===== src/rtl/sync_down_counter_if.sv =====
// Control/status bundle for the loadable down-counter: controller drives strobes, counter returns count and flags.
// Combinational wiring only; no flow control (every input is sampled on every clk edge).
// No backpressure: the counter accepts a load or an enable on any edge.
interface sync_down_counter_if #(
    parameter int N = 8
);
    logic         enable;
    logic         load;
    logic [N-1:0] load_val;
    logic         mode;
    logic [N-1:0] q;
    logic         tc;
    logic         busy;

    modport master (
        output enable, load, load_val, mode,
        input  q, tc, busy
    );

    modport slave (
        input  enable, load, load_val, mode,
        output q, tc, busy
    );
endinterface


===== src/rtl/sync_down_counter.sv =====
// Loadable down-counter/interval timer with one-shot or auto-reload modes and a one-cycle terminal-count pulse.
// Latency: load and decrement take effect on the sampling edge; q, tc and busy are registered outputs.
// No backpressure: enable and load are honoured on every edge, with load taking priority over counting.
module sync_down_counter #(
    parameter int N = 8
) (
    input  logic               clk,
    input  logic               reset,
    sync_down_counter_if.slave bus
);

    typedef enum logic {
        IDLE = 1'b0,
        RUN  = 1'b1
    } state_t;

    state_t       state;
    state_t       state_nxt;
    logic [N-1:0] q;
    logic [N-1:0] q_nxt;
    logic [N-1:0] reload;
    logic [N-1:0] reload_nxt;
    logic         tc;
    logic         tc_nxt;

    logic [N-1:0] borrow;
    logic [N-1:0] toggle;
    logic         count_en;
    logic         q_is_one;

    // q is never zero while running; the extra guard keeps the chain from ever wrapping to all-ones.
    assign count_en = (state == RUN) && bus.enable && (q != '0);
    assign q_is_one = (q == N'(1));

    // Borrow chain: bit i toggles only when every lower bit is already zero.
    assign borrow[0] = 1'b1;
    assign toggle[0] = count_en;

    genvar i;
    generate
        for (i = 1; i < N; i++) begin : g_borrow
            assign borrow[i] = borrow[i-1] & ~q[i-1];
            assign toggle[i] = count_en & borrow[i];
        end
    endgenerate

    always_comb begin
        state_nxt  = state;
        q_nxt      = q;
        reload_nxt = reload;
        tc_nxt     = 1'b0;

        if (bus.load) begin
            q_nxt      = bus.load_val;
            reload_nxt = bus.load_val;
            state_nxt  = (bus.load_val != '0) ? RUN : IDLE;
        end else if (count_en) begin
            if (q_is_one) begin
                tc_nxt = 1'b1;
                // mode is read live, so a change mid-count decides this terminal step
                if (bus.mode) begin
                    q_nxt = reload;
                end else begin
                    q_nxt     = q ^ toggle;
                    state_nxt = IDLE;
                end
            end else begin
                q_nxt = q ^ toggle;
            end
        end
    end

    always_ff @(posedge clk or negedge reset) begin
        if (!reset) begin
            state  <= IDLE;
            q      <= '0;
            reload <= '0;
            tc     <= 1'b0;
        end else begin
            state  <= state_nxt;
            q      <= q_nxt;
            reload <= reload_nxt;
            tc     <= tc_nxt;
        end
    end

    assign bus.q    = q;
    assign bus.tc   = tc;
    assign bus.busy = (state == RUN);

endmodule


===== src/flat_wrapper.sv =====
// flat-port wrapper written by rule: the top's interface ports become plain ports
module sync_down_counter_flat 
#(
    parameter int N = 8
)
  (clk, reset, bus_enable, bus_load, bus_load_val, bus_mode, bus_q, bus_tc, bus_busy);
  sync_down_counter_if #(.N(N)) bus_i ();
  input  logic clk;
  input  logic reset;
  input wire logic [$bits(bus_i.enable)-1:0] bus_enable;
  input wire logic [$bits(bus_i.load)-1:0] bus_load;
  input wire logic [$bits(bus_i.load_val)-1:0] bus_load_val;
  input wire logic [$bits(bus_i.mode)-1:0] bus_mode;
  output wire logic [$bits(bus_i.q)-1:0] bus_q;
  output wire logic [$bits(bus_i.tc)-1:0] bus_tc;
  output wire logic [$bits(bus_i.busy)-1:0] bus_busy;
  assign bus_i.enable = bus_enable;
  assign bus_i.load = bus_load;
  assign bus_i.load_val = bus_load_val;
  assign bus_i.mode = bus_mode;
  assign bus_q = bus_i.q;
  assign bus_tc = bus_i.tc;
  assign bus_busy = bus_i.busy;
  sync_down_counter #(.N(N)) u_core (.clk(clk), .reset(reset), .bus(bus_i));
endmodule

===== config.mk =====
export PLATFORM = sky130hd
export DESIGN_NAME = sync_down_counter_flat
export DESIGN_NICKNAME = d
export VERILOG_FILES = /design/src/rtl/sync_down_counter_if.sv /design/src/rtl/sync_down_counter.sv /design/src/flat_wrapper.sv
export SDC_FILE = /design/constraint.sdc
export NUM_CORES = 1
export LEC_CHECK = 0
export BUFFER_PORTS_ARGS = -buffer_cell sky130_fd_sc_hd__buf_4
export CORE_UTILIZATION = 50
export CTS_CLUSTER_DIAMETER = 200
export DETAILED_ROUTE_END_ITERATION = 10
export PLACE_DENSITY_LB_ADDON = 0.15
export SYNTH_ARGS = -nofsm -noshare
export SYNTH_HDL_FRONTEND = slang
export SYNTH_SLANG_ARGS = --single-unit

===== constraint.sdc =====
create_clock -name clk -period 4.71 [get_ports clk]
set_input_delay 0.471 -clock clk [delete_from_list [all_inputs] [get_ports clk]]
set_output_delay 0.471 -clock clk [all_outputs]
set_load 0.05 [all_outputs]

# Word level (Yosys, flattened, before mapping)
# Index checks and enable logic that the tools add are counted.
# Widths: inputs -> output; s select.
dict set report word_totals {
  latchBits 0
  elab_cells 46
  out_inout_bits 10
  memories 0
  romBits 0
  mem_bits_rw 0
  register_bits 18
  input_bits 13
}
dict set report classes {
  n_bitwise 21
  shifts 0
  mul 0
  reduce_logical 7
  div 0
  mux 12
  addsub 0
  eq_ne 2
  n_lt_le_gt_ge 0
}
# cell n
set ops {}
lappend ops {{$mux 8} 4}
lappend ops {{$reduce_bool 8->1} 2}
lappend ops {{$and 1x1->1} 13}
lappend ops {{$eq 8x1->1 const B} 1}
lappend ops {{$mux 1} 8}
lappend ops {{$xor 8x8->8} 1}
lappend ops {{$not 1->1} 7}
lappend ops {{$reduce_bool 2->1} 2}
lappend ops {{$reduce_and 3->1} 1}
lappend ops {{$logic_and 1x1->1} 2}
lappend ops {{$ne 2x2->1 const B} 1}

# Longest topological paths before layout
dict set report depth {
  word_depth 13
  mapped_depth 7
  depth_no_buf 7
}

# Least setup slack after synthesis
# No wires, ideal clock.
dict set report synth_path {
  path_kind {register to register}
  start {reg u_core.q[5] (netlist: u_core.bus.q[5])}
  end {reg u_core.q[0] (netlist: u_core.bus.q[0])}
  path_buffers 0
  stages_incl_launch_ff 8
  arrival_time_ns 2.156
  required_time_ns 4.615
  period_less_slack_ns 2.252
  setup_time_ns 0.095
  path_slack_ns 2.458
  path_cell_list {dfrtp_1 nor4_2 a31o_2 inv_2 ha_1 a31oi_1 a211oi_1 o31ai_1}
}
dict set report synth_via {
  elab_chain_cells 7
  elab_cells_between_ends 9
  classes_between {eq/ne: 1; mux: 4; bitwise: 1; reduce/logical: 3}
}
# element line_no
set synth_rtl {}
lappend synth_rtl {{from (decl)} sync_down_counter.sv:19} ;# logic [N-1:0] q;
lappend synth_rtl {{from (signal assigned)} sync_down_counter.sv:81} ;# q <= q_nxt;
lappend synth_rtl {{$reduce_bool 8->1} sync_down_counter.sv:32} ;# assign count_en = (state == RUN) && bus.enable && (q != '0);
lappend synth_rtl {{$logic_and 1x1->1} sync_down_counter.sv:32}
lappend synth_rtl {{$xor 8x8->8} {sync_down_counter.sv:64, sync_down_counter.sv:68}}
lappend synth_rtl {{$mux 8} sync_down_counter.sv:61} ;# if (bus.mode) begin
lappend synth_rtl {{$mux 8} sync_down_counter.sv:58} ;# if (q_is_one) begin
lappend synth_rtl {{$mux 8} sync_down_counter.sv:57} ;# end else if (count_en) begin
lappend synth_rtl {{$mux 8} sync_down_counter.sv:53} ;# if (bus.load) begin
# Several ways; a longest one is shown, not always the timed one. The select of a mux whose other input is x is not followed.
# A chain may end at the register's enable or synchronous reset.

# Worst setup path in the final report
# Same ends and word-level chain as after synthesis.

==> results_dict.tcl <==
set metrics [dict create \
    leakage_nw 0.536 \
    drive_above_1_share_pct 28.5 \
    final_util_pct 64.5 \
    synth_edf_count 0 \
    via_count 1009 \
    cts_hold_buffers 0 \
    crit_path_max_fanout 8 \
    cts_tree "done" \
    grt_pass1_wl_um 4400 \
    cts_max_path_buffers 2 \
    drt_iter0_markers 68 \
    placedInstanceArea_sq_um 1240 \
    synth_seq_cells 18 \
    fin_crit_ns 2.33 \
    multi_input_area_sq_um 558 \
    fin_area_sq_um 1280 \
    yosys-top-cells-count "dfrtp_1, nand2_1, inv_1, nor2_1, nor4_1" \
    worstSetupStartpoint "u_core.bus.q[5]" \
    post-cts-setup-buffers 0 \
    tns_ns 0 \
    yosysSeqAreaShare_pct 41.9 \
    antenna_found_initial 0 \
    cts_sinks 18 \
    yosysTopAreaCell "dfrtp_1" \
    route.detailed.drc 0 \
    syn_area_per_cell_sq_um 9.35 \
    die_h_um 48.4 \
    final_nets 152 \
    grt-ovfl-total 0 \
    worst_r2r_path_depth 7 \
    hold_violations 0 \
    cts_made_buffers 3 \
    antenna_cells 0 \
    grt_pass1_vias 912 \
    fmax_mhz 430 \
    whs_ns 0.0181 \
    initial_utilization_pct 54.2 \
    synth_top_area_share_pct 41.9 \
    synthArstFlopShare_pct 100 \
    irDropWorstVdd_v 0.000241 \
    design.die.area_sq_um 2340 \
    grt_max_degree 30 \
    yosysMostFrequentCell "dfrtp_1" \
    wire_per_inst_um 15.8 \
    cp_data_required_time_ns 4.91 \
    totalWireLength_um 2580 \
    fillers 167 \
    slew_headroom_pct 53.2 \
    finalMaxSlewViolations 0 \
    seq_area_sq_um 450 \
    synthCells 115 \
    post-dp-hpwl_um 1870 \
    cts_resized 0 \
    rows 16 \
    crit_arrival_ns 2.53 \
    syn_to_final_growth_pct 18.9 \
    portBuffers 22 \
    setup_viol 0 \
    ff2ff_setup_slack_ns 2.38 \
    viasPerCell 6.15 \
    syn_nets 129 \
    pin_count 23 \
    critPathLaunchType "flop" \
    run_status "finished, final reports clean" \
    grt_setup_unrepaired "no" \
    core_area_sq_um 1980 \
    drv_cap 0 \
    htree_levels 1 \
    ant_nets 0 \
    clkLatencyLatePin_ns 0.30 \
    crit_path_end "u_core.bus.q[0]" \
    critPathCaptureType "flop" \
    skew_ns 0.00378 \
    finalCritPeriodShare_pct 49.4 \
    die_w_um 48.4 \
    netlist_top_cells_area "dfrtp_1, mux2_2, o31ai_1, nor4_1, nand2_1" \
    hp-class "primary input to asynchronous set/reset pin" \
    synthesis.area_sq_um 1070 \
    gp_congestion 0.878 \
    track_usage_pct 24.3 \
    drt_pass1_iterations 4 \
    worstMarginPinSlew_ns 0.697 \
    yosys_warnings 0 \
    reg2reg_from "u_core.bus.q[5]" \
    clk_pin_slew_ns 0.11 \
    ys_types 38 \
    path_class "flop to flop" \
    reg2reg_to "u_core.bus.q[0]" \
    synthFlopType "dfrtp_1" \
    root_buffer "clkbuf_4" \
    power_density_nw_per_um2 329 \
]
[power by group]
part / total, mW / switching [mW] / internal [mW] / leakage (nW)
combinational: 0.131 / 0.0818 / 0.0490 / 0.301
sequential: 0.192 / 0.0222 / 0.170 / 0.214
clock: 0.0978 / 0.0507 / 0.0471 / 0.0210
[per-layer routing]
layer / wire length (um) / part of all wire, % / vias to the layer above / GRT usage, %
met3: 201 / 7.8 / 6 / 4.09
met5: 0 / 0 / - / 0
met2: 1140 / 44 / 46 / 35.7
met1: 1200 / 47 / 476 / 36.2
met4: 36 / 1.4 / 0 / 7.84
li1: - / - / 481 / -
[cells in the final DEF, fill, tap and decap left out, types with 2 or more instances in the layout]
cell / synthesis / routed
o21ai_0: 6 / 6
nand2_1: 9 / 9
or2_2: 2 / 2
a22oi_1: 4 / 4
mux2_2: 4 / 4
o31ai_1: 6 / 6
nor2_1: 7 / 7
clkbuf_4: 0 / 3
dfrtp_1: 18 / 18
nor3_1: 3 / 3
nor4_2: 2 / 2
inv_1: 8 / 8
nand3_1: 4 / 4
o211ai_1: 2 / 2
nor4_1: 7 / 7
o311ai_1: 2 / 2
a211oi_1: 3 / 3
buf_4: 0 / 22
or4_4: 2 / 2
a21oi_1: 3 / 3
a31oi_1: 3 / 3
[worst max-delay path, stage by stage, from the launching register on]
cell and delay, ns:
dfrtp_1 0.46, nor4_2 0.67, a31o_2 0.31, inv_2 0.07, ha_1 0.27, a31oi_1 0.15
a211oi_1 0.07, o31ai_1 0.24
[registers in the layout, indices dropped and copies added (netlist names)]
signal and count:
u_core.bus.busy 1, u_core.bus.tc 1, u_core.reload 8, u_core.bus.q 8
[through the flow]
stage | total power, mW | std cells | setup WS, ns
finish | 0.421 | 164 | 2.38
global route | 0.441 | 164 | 2.31
CTS | 0.421 | 164 | 2.41
detailed placement | 0.325 | 160 | 2.44
global placement | 0.323 | 160 | 2.57
floorplan | 0.283 | 115 | 2.46
[area by class of cell]
cell class	instances	share of cell area, %
sequential	18	35.3
multi-input combinational	84	43.7
tap	27	2.64
timing repair buffer	22	12.9
clock buffer	4	2.84
inverter	9	2.64
[worst min-delay path by stage]
stage | start | to | slack, ns | cells past startpoint
3_5_place_dp | reset | u_core.bus.q[6] | 0.36 | 1
5_1_grt | reset | u_core.bus.q[6] | 0.04 | 1
2_1_floorplan | reset | u_core.bus.busy | 0.18 | 0
4_1_cts | reset | u_core.bus.q[1] | 0.03 | 1
3_3_place_gp | reset | u_core.bus.q[6] | 0.36 | 1
6_report | reset | u_core.bus.q[4] | 0.02 | 1
[kinds of logic after synthesis]
group           share of synthesized area (%)
fa+ha+maj                                1.16
buf+inv                                  6.17
compound gates                           24.1
simple gates                             21.5
flops                                    41.9
mux                                      5.12
Note: power is estimated with default switching activity, not from simulation.
